`src/rtl/alu_seq_pkg.sv`:
```
// Shared definitions for the 4-bit accumulator sequencer: data width,
// operation encodings and the sequencer state enum.
package alu_seq_pkg;

  localparam int DATA_W = 4;

  localparam logic [1:0] OP_ADD = 2'b00;
  localparam logic [1:0] OP_SUB = 2'b01;
  localparam logic [1:0] OP_ABS = 2'b10;
  localparam logic [1:0] OP_ASR = 2'b11;

  typedef enum logic [1:0] {
    ST_IDLE   = 2'd0,
    ST_SETTLE = 2'd1,
    ST_RESP   = 2'd2
  } state_t;

endpackage

```
`src/rtl/alu4_datapath.sv`:
```
// Purely combinational 4-bit arithmetic: raw sum s, post-processed result,
// signed overflow of s and zero flag of s.
module alu4_datapath
  import alu_seq_pkg::*;
(
  input  logic [1:0]        i_op,
  input  logic [DATA_W-1:0] i_a,
  input  logic [DATA_W-1:0] i_b,
  output logic [DATA_W-1:0] o_result,
  output logic              o_overflow,
  output logic              o_zero
);

  logic              w_sub;
  logic [DATA_W-1:0] w_b_eff;
  logic [3:0]        w_low;
  logic [DATA_W:0]   w_full;
  logic [DATA_W-1:0] w_s;

  // Subtraction is A + ~B + 1 so both carries come from one adder.
  assign w_sub   = (i_op == OP_SUB) || (i_op == OP_ABS);
  assign w_b_eff = w_sub ? ~i_b : i_b;
  assign w_low   = {1'b0, i_a[2:0]} + {1'b0, w_b_eff[2:0]} + {3'b000, w_sub};
  assign w_full  = {1'b0, i_a} + {1'b0, w_b_eff} + {4'b0000, w_sub};
  assign w_s     = w_full[DATA_W-1:0];

  assign o_overflow = w_low[3] ^ w_full[DATA_W];
  assign o_zero     = (w_s == '0);

  // |-8| wraps to 4'b1000, which is the intended encoding.
  always_comb begin
    o_result = w_s;
    case (i_op)
      OP_ABS:  o_result = w_s[DATA_W-1] ? (4'd0 - w_s) : w_s;
      OP_ASR:  o_result = {w_s[DATA_W-1], w_s[DATA_W-1:1]};
      default: o_result = w_s;
    endcase
  end

endmodule

```
`src/rtl/alu_sequencer.sv`:
```
// Command/response sequencer around a 4-bit accumulator ALU with a
// programmable settle delay between operand latch and result capture.
module alu_sequencer
  import alu_seq_pkg::*;
#(
  parameter int SETTLE_CYCLES = 2
) (
  input  logic              clk,
  input  logic              rst_n,
  input  logic              cmd_valid,
  output logic              cmd_ready,
  input  logic [1:0]        cmd_op,
  input  logic              cmd_load,
  input  logic [DATA_W-1:0] cmd_operand,
  output logic              res_valid,
  input  logic              res_ready,
  output logic [DATA_W-1:0] res_data,
  output logic              res_overflow,
  output logic              res_zero,
  output logic [DATA_W-1:0] acc,
  output logic              ovf_sticky,
  input  logic              clr_sticky,
  output state_t            dbg_state
);

  // Handshakes: a transfer happens on a rising edge where valid and ready
  // are both 1; res_valid/res_data stay stable until res_ready is seen.

  localparam logic [3:0] LAST_CNT = 4'((SETTLE_CYCLES > 0) ? SETTLE_CYCLES - 1 : 0);

  state_t            r_state;
  state_t            w_state_nxt;
  logic [3:0]        r_cnt;
  logic [1:0]        r_op;
  logic              r_load;
  logic [DATA_W-1:0] r_operand;
  logic [DATA_W-1:0] r_acc;
  logic [DATA_W-1:0] r_res_data;
  logic              r_res_ovf;
  logic              r_res_zero;
  logic              r_sticky;

  logic              w_accept;
  logic              w_capture;
  logic              w_resp_hs;
  logic              w_in_idle;
  logic [1:0]        w_sel_op;
  logic              w_sel_load;
  logic [DATA_W-1:0] w_sel_b;
  logic [DATA_W-1:0] w_dp_result;
  logic              w_dp_ovf;
  logic              w_dp_zero;
  logic [DATA_W-1:0] w_cap_data;
  logic              w_cap_ovf;
  logic              w_cap_zero;

  // In IDLE the command bus feeds the datapath directly so that loads and
  // zero-settle operations can capture on the accept edge itself.
  assign w_in_idle  = (r_state == ST_IDLE);
  assign w_sel_op   = w_in_idle ? cmd_op      : r_op;
  assign w_sel_load = w_in_idle ? cmd_load    : r_load;
  assign w_sel_b    = w_in_idle ? cmd_operand : r_operand;

  alu4_datapath u_datapath (
    .i_op       (w_sel_op),
    .i_a        (r_acc),
    .i_b        (w_sel_b),
    .o_result   (w_dp_result),
    .o_overflow (w_dp_ovf),
    .o_zero     (w_dp_zero)
  );

  assign w_cap_data = w_sel_load ? w_sel_b : w_dp_result;
  assign w_cap_ovf  = w_sel_load ? 1'b0 : w_dp_ovf;
  assign w_cap_zero = w_sel_load ? (w_sel_b == '0) : w_dp_zero;

  always_comb begin
    w_state_nxt = r_state;
    w_accept    = 1'b0;
    w_capture   = 1'b0;
    w_resp_hs   = 1'b0;
    case (r_state)
      ST_IDLE: begin
        if (cmd_valid) begin
          w_accept = 1'b1;
          if (cmd_load || (SETTLE_CYCLES == 0)) begin
            w_capture   = 1'b1;
            w_state_nxt = ST_RESP;
          end else begin
            w_state_nxt = ST_SETTLE;
          end
        end
      end
      ST_SETTLE: begin
        if (r_cnt == LAST_CNT) begin
          w_capture   = 1'b1;
          w_state_nxt = ST_RESP;
        end
      end
      ST_RESP: begin
        if (res_ready) begin
          w_resp_hs   = 1'b1;
          w_state_nxt = ST_IDLE;
        end
      end
      default: w_state_nxt = ST_IDLE;
    endcase
  end

  always_ff @(posedge clk) begin
    if (!rst_n) begin
      r_state    <= ST_IDLE;
      r_cnt      <= '0;
      r_op       <= OP_ADD;
      r_load     <= 1'b0;
      r_operand  <= '0;
      r_acc      <= '0;
      r_res_data <= '0;
      r_res_ovf  <= 1'b0;
      r_res_zero <= 1'b0;
      r_sticky   <= 1'b0;
    end else begin
      r_state <= w_state_nxt;
      if (w_accept) begin
        r_op      <= cmd_op;
        r_load    <= cmd_load;
        r_operand <= cmd_operand;
      end
      if ((r_state == ST_SETTLE) && !w_capture) begin
        r_cnt <= r_cnt + 4'd1;
      end else begin
        r_cnt <= '0;
      end
      if (w_capture) begin
        r_res_data <= w_cap_data;
        r_res_ovf  <= w_cap_ovf;
        r_res_zero <= w_cap_zero;
      end
      if (w_resp_hs) begin
        r_acc <= r_res_data;
      end
      // A new overflow outranks a simultaneous clear request.
      if (w_resp_hs && r_res_ovf) begin
        r_sticky <= 1'b1;
      end else if (clr_sticky) begin
        r_sticky <= 1'b0;
      end
    end
  end

  assign cmd_ready    = rst_n & w_in_idle;
  assign res_valid    = (r_state == ST_RESP);
  assign res_data     = r_res_data;
  assign res_overflow = r_res_ovf;
  assign res_zero     = r_res_zero;
  assign acc          = r_acc;
  assign ovf_sticky   = r_sticky;
  assign dbg_state    = r_state;

endmodule

```
`config.mk`:
```
export PLATFORM = sky130hd
export DESIGN_NAME = alu_sequencer
export DESIGN_NICKNAME = d
export VERILOG_FILES = /design/src/rtl/alu_seq_pkg.sv /design/src/rtl/alu4_datapath.sv /design/src/rtl/alu_sequencer.sv
export SDC_FILE = /design/constraint.sdc
export NUM_CORES = 1
export LEC_CHECK = 0
export ABC_AREA = 1
export CORE_MARGIN = 2
export CORE_UTILIZATION = 50
export CTS_CLUSTER_DIAMETER = 120
export CTS_CLUSTER_SIZE = 24
export DETAILED_ROUTE_END_ITERATION = 16
export GPL_ROUTABILITY_DRIVEN = 0
export GPL_TIMING_DRIVEN = 1
export PLACE_DENSITY = 0.86
export SLEW_MARGIN = 30
export SYNTH_ARGS = -nofsm -noshare
export SYNTH_HDL_FRONTEND = slang
export SYNTH_SLANG_ARGS = --single-unit
```
`constraint.sdc`:
```
create_clock -name clk -period 3.2 [get_ports clk]
set_input_delay 0.32 -clock clk [delete_from_list [all_inputs] [get_ports clk]]
set_output_delay 0.32 -clock clk [all_outputs]
set_load 0.01 [all_outputs]
```
==> out/results.ini, run 1 <==
[run_status]
outcome=finished with violations
violations=DRC

[clock_network]
clock_latency_ns=0.33
cts_max_level=1
clockBufferDepth=2
clkSinkCount=24
cts_tree=built
clk_root_buffer_cell=clkbuf_4
clkSlewWorstSetupHoldPaths_ns=0.14
cts_made_buffers=3

[synth]
synthDistinctLibCells=39
synthesis.nets=229
synthArstFlopShare_pct=0
yosysTopAreaCell=dfxtp_1
synth_top_area_share_pct=31.8
synth.area.top_cells=dfxtp_1 (32%), nand2_1 (11%), ha_1 (7.5%)
netlist_area_um2=1510
avgSynthCellArea_um2=7.30
synth-edff-count=0
ys_warn_count=0
synth_seq_cells=24
synth_commonest_cells=nand2_1 (43), inv_1 (27), dfxtp_1 (24)
synth_ff_type=dfxtp_1
ys_seq_area_share_pct=31.8
yosys.cell_count.top_type=nand2_1
postSynthCellCount=207

[global_route]
grt_usage_pct=21.1
overflow=0
grt_start_max_net_pins=17
grt_pass1_wl_um=5660
grt_pass1_vias=1298
antenna_found_initial=0

[sta]
clock_skew_ns=0.00891
setup_viol=0
max_clock_freq_ghz=0.343
hold_viol_final=0
rsz0062_at_grt=no
period_needed_ns=2.92
tightest_slew_ns=0.425
fin_tns_setup_ns=0
slew_viol_final=0
slew_headroom_pct=71.5
finalCritPeriodShare_pct=91.1

[floorplan]
io_pins=27
core_area_um2=2810
row_count=19
die_h_um=59.0
die-area_um2=3480
start_util_pct=53.9
die_x_um=59.0

[layout]
antennaDiodeCount=0
syn2layout_area_growth_pct=23.8
fin_nets=259
drive_gt1_share_pct=11.4

[setup_path]
worstPathRequired_ns=3.44
path_cells=nor2_1 -> buf_4 -> o21ai_4 -> ha_1 -> inv_1 -> nand3_1 -> nand2_1 -> inv_1 -> fa_1 -> inv_1 -> ha_1 -> xnor2_1 -> nand3_1 -> nand2_1 -> nand3_1 -> nand2_1 -> a21oi_2
critPathCaptureType=register
path_max_fanout=13
cpLargestDelayFamily=adder cells
critPathBufInv=4
worstReg2RegEnd=res_data[2]
cpMaxStageDelayCell=fa_1
max_stage_delay_ns=0.47
r2r-start=dbg_state[1]
r2r_slack_ns=0.28
worstRegToRegCells=17
arrival_ns=3.15
critPathKind=reg2reg
start_kind=register

[power_and_ir_drop]
ir_worst_vdd_v=0.000331
p_int_mw=0.632
p_sw_mw=0.383
power.density_nw_per_um2=542
power_mw=1.02
clkPwrFrac_pct=22.2
seqPwrFrac_pct=32.9
switching_share_pct=37.7
pwr-share-comb_pct=44.9
p_leak_nw=0.816

[routing]
first_pass_iters=10
drcViolationCount=1
antenna_left=0
dr_wl_met3_um=185
top_layer=met4
drtIter0Drc=54
wl_met1_um=1480
routedWlPerCell_um=12.0
via_per_inst=5.16
vias=1379
wirelength_um=3200
wl_met2_um=1470

[worst_hold_path]
hold_end=r_operand[3]
hp-start=r_operand[3]
min_path_type=reg2reg
min_path_cells=2

[place]
hpwl_um=2520
numPortBuffers=26

[flow_run]
cap_violations=0

## state kept, by name (all words and copies together), names as in the netlist
register and flops:
acc 4, r_cnt 4, r_operand 4, res_data 4, dbg_state 2, r_op 2
ovf_sticky 1, r_load 1, res_overflow 1, res_zero 1
## repair_timing
item / in CTS / in global routing
hold buffers: 0 / 0
resized for setup: 0 / 3
setup endpoints to repair: 0 / 3
buffers inserted: 0 / 0
## layer usage
| metal | GRT usage, % | vias to the layer above |
|---|---|---|
| met5 | 0 | - |
| met4 | 7.79 | 0 |
| met1 | 28.5 | 605 |
| met3 | 2.62 | 7 |
| li1 | - | 728 |
| met2 | 34.6 | 39 |
## cells by family (layout without fill, tap and decap cells)
family,count (synthesis),after routing,synth area share [%]
and+or+nand+nor,92,92,30.0
xor gates and xnor gates,7,7,4.06
adders and majority gates,10,10,8.78
buffers and inverters,35,64,9.11
AOI/OAI and AO/OA,39,39,16.3
DFF,24,24,31.8
## power by group through the flow
stage | sequential (mW) | clock (mW) | combinational (mW)
2_1_floorplan | 0.342 | 0 | 0.332
3_3_place_gp | 0.339 | 0 | 0.430
3_5_place_dp | 0.340 | 0 | 0.441
4_1_cts | 0.333 | 0.229 | 0.445
6_report | 0.334 | 0.226 | 0.456
5_1_grt | 0.336 | 0.240 | 0.512
## cell type report
class	count	area, um^2
clock buffer	3	22.5
clock inverter	1	30.0
fill	255	933
inverter	32	123
multi-input combinational	148	901
sequential	24	482
tap	31	38.8
timing repair buffer	28	275
## worst min-delay path, cell delays in order (launching register included)
cell     delay, ns
dfxtp_1       0.32
inv_1         0.06
a21oi_1       0.05
## worst max-delay path by stage
stage	from	to	slack [ns]	depth (start not counted)
after global routing	dbg_state[1]	res_data[2]	0.04	18
final	dbg_state[1]	res_data[2]	0.28	17
after detailed placement	cmd_op[1]	res_data[2]	0.12	16
after CTS	dbg_state[1]	res_data[2]	0.14	16
after floorplan	dbg_state[1]	res_data[2]	0.32	17
after global placement	cmd_op[1]	res_data[2]	0.22	16
## stage by stage
stage	utilization [%]	setup WS [ns]	instances	hold slack [ns]	cell area [um^2]
global placement	64.5	0.217	263	0.439	1810
global route	66.7	0.0423	267	0.484	1870
detailed placement	64.5	0.120	263	0.446	1810
floorplan	-	0.317	207	0.418	1510
CTS	66.4	0.144	267	0.466	1860
finish	66.7	0.284	267	0.461	1870
## cell usage in the layout (no fill, tap or decap), types with 2 or more instances in the layout
cell,synthesis,layout
clkbuf_4,0,3
nand2_2,5,5
xor2_1,4,4
inv_1,27,27
nor3_1,2,2
nand2_1,43,43
xnor2_1,3,2
nor2_8,2,2
o21ai_1,4,5
o21ai_0,6,5
nor2_1,17,17
ha_1,9,9
buf_4,1,2
nand3_2,2,2
a211oi_1,3,3
a31oi_1,2,2
a21oi_1,15,15
inv_2,3,3
dfxtp_1,24,23
nand3_1,14,14
clkdlybuf4s50_1,0,26
Power figures use the tool's default switching activity.
==> inputs of run 2 (changes only) <==
Settings changed: PLACE_DENSITY 0.86 to 0.76.
==> out/results.ini, run 2 (same netlist as run 1, synthesis figures left out) <==
[setup_path]
max_stage_delay_ns=0.47
worstPathRequired_ns=3.43
cpLargestDelayFamily=adder cells
start_kind=register
critPathCaptureType=register
cpMaxStageDelayCell=fa_1
arrival_ns=3.22
path_max_fanout=13
path_cells=nor2_1 -> buf_4 -> o21ai_4 -> ha_1 -> inv_1 -> nand3_1 -> nand2_1 -> inv_1 -> fa_1 -> inv_1 -> ha_1 -> xnor2_1 -> nand3_1 -> nand2_1 -> nand3_1 -> nand2_1 -> a21oi_2
critPathKind=reg2reg
critPathBufInv=4

[global_route]
grt_pass1_wl_um=5710
grt_start_max_net_pins=17
overflow=0
grt_usage_pct=21.6
antenna_found_initial=0
grt_pass1_vias=1321

[floorplan]
row_count=19
io_pins=27
die-area_um2=3480
core_area_um2=2810
die_h_um=59.0
start_util_pct=53.9
die_x_um=59.0

[layout]
final_cells=267
final_common_cell=nand2_1
final_cell_mix=nand2_1 (43), inv_1 (27), clkdlybuf4s50_1 (26), dfxtp_1 (23), nor2_1 (17)
final_area_um2=1860
fin_nets=259
fin_util_pct=66.4
antennaDiodeCount=0
drive_gt1_share_pct=11.9
syn2layout_area_growth_pct=23.3

[clock_network]
clkSlewWorstSetupHoldPaths_ns=0.13
cts_setup_buffers=0
cts_made_buffers=3
clockBufferDepth=2
clock_latency_ns=0.32
clkSinkCount=24
clk_root_buffer_cell=clkbuf_4
cts_max_level=1
cts_tree=built

[power_and_ir_drop]
p_leak_nw=0.810
ir_worst_vdd_v=0.000253
power_mw=0.972
power.density_nw_per_um2=522

[place]
hpwl_um=2720
place_inst=263
numPortBuffers=26
placed_cell_area_um2=1810

[routing]
drcViolationCount=3
vias=1448
drtIter0Drc=52
wirelength_um=3440
antenna_left=0
routedWlPerCell_um=12.9
via_per_inst=5.42
first_pass_iters=10

[sta]
fin_tns_setup_ns=0
setup_viol=0
period_needed_ns=2.99
slew_viol_final=0
rsz0062_at_grt=no
hold_viol_final=0
max_clock_freq_ghz=0.335
slew_headroom_pct=73.7
tightest_slew_ns=0.394
clock_skew_ns=0.00162
finalCritPeriodShare_pct=93.4

[run_status]
outcome=finished with violations
violations=DRC

[worst_hold_path]
min_path_type=reg2reg

[flow_run]
cap_violations=0

==> run 2: changes by cell type in the layout (fill, tap and decap cells not counted) <==
cell and change:
bufinv_16 -1, clkbuf_8 +1, xor2_2 +1, xor2_1 -1
==> run 2: area by class of cell <==
type | count | area (um^2)
well taps | 31 | 38.8
clock buffers | 4 | 36.3
fillers | 247 | 942
inverters | 32 | 123
multi-input cells | 148 | 908
flip-flops and latches | 24 | 482
repair buffers | 28 | 275
==> run 2: final timing paths <==
check / start / endpoint / slack [ns] / cells past startpoint
worst min-delay path: ovf_sticky / ovf_sticky / 0.47 / 2
worst max-delay path: dbg_state[1] / res_data[2] / 0.21 / 17
worst min register to register: ovf_sticky / ovf_sticky / 0.47 / 2
worst max register to register: dbg_state[1] / res_data[2] / 0.21 / 17
==> run 2: power breakdown <==
part	internal (mW)	switching [mW]	leakage [nW]	total, mW
logic	0.188	0.285	0.593	0.474
registers	0.319	0.0140	0.196	0.333
clock network	0.0697	0.0956	0.0210	0.165
total	0.577	0.395	0.810	0.972
==> run 2: per-layer routing <==
layer	vias up	track usage, %	part of all wire (%)
li1	726	-	-
met1	652	25.7	40
met2	60	37.5	50
met3	10	5.24	7.5
met4	0	8.44	2.2
met5	-	0	0
==> run 2: repair_timing <==
action,in CTS,in global routing
gates resized for setup,0,4
hold buffers,0,0
hold endpoints to repair,0,0
setup endpoints to repair,0,3
==> run 2: worst reg2reg max path, delay by kind of cell, from the launching register on <==
kind                     cells  cell delay [ns]
adder cells (fa/ha/maj)      3             1.06
AND/OR/NAND/NOR              7             0.57
flip-flops                   1             0.41
buffers and inverters        4             0.40
AO/OA/AOI/OAI                2             0.29
XOR/XNOR                     1             0.17
==> run 2: stage by stage <==
step / hold WS [ns] / setup slack (ns)
after global routing: 0.498 / 0.0555
after global placement: 0.441 / 0.230
after CTS: 0.477 / 0.125
final: 0.472 / 0.212
after detailed placement: 0.457 / 0.111
after floorplan: 0.418 / 0.317
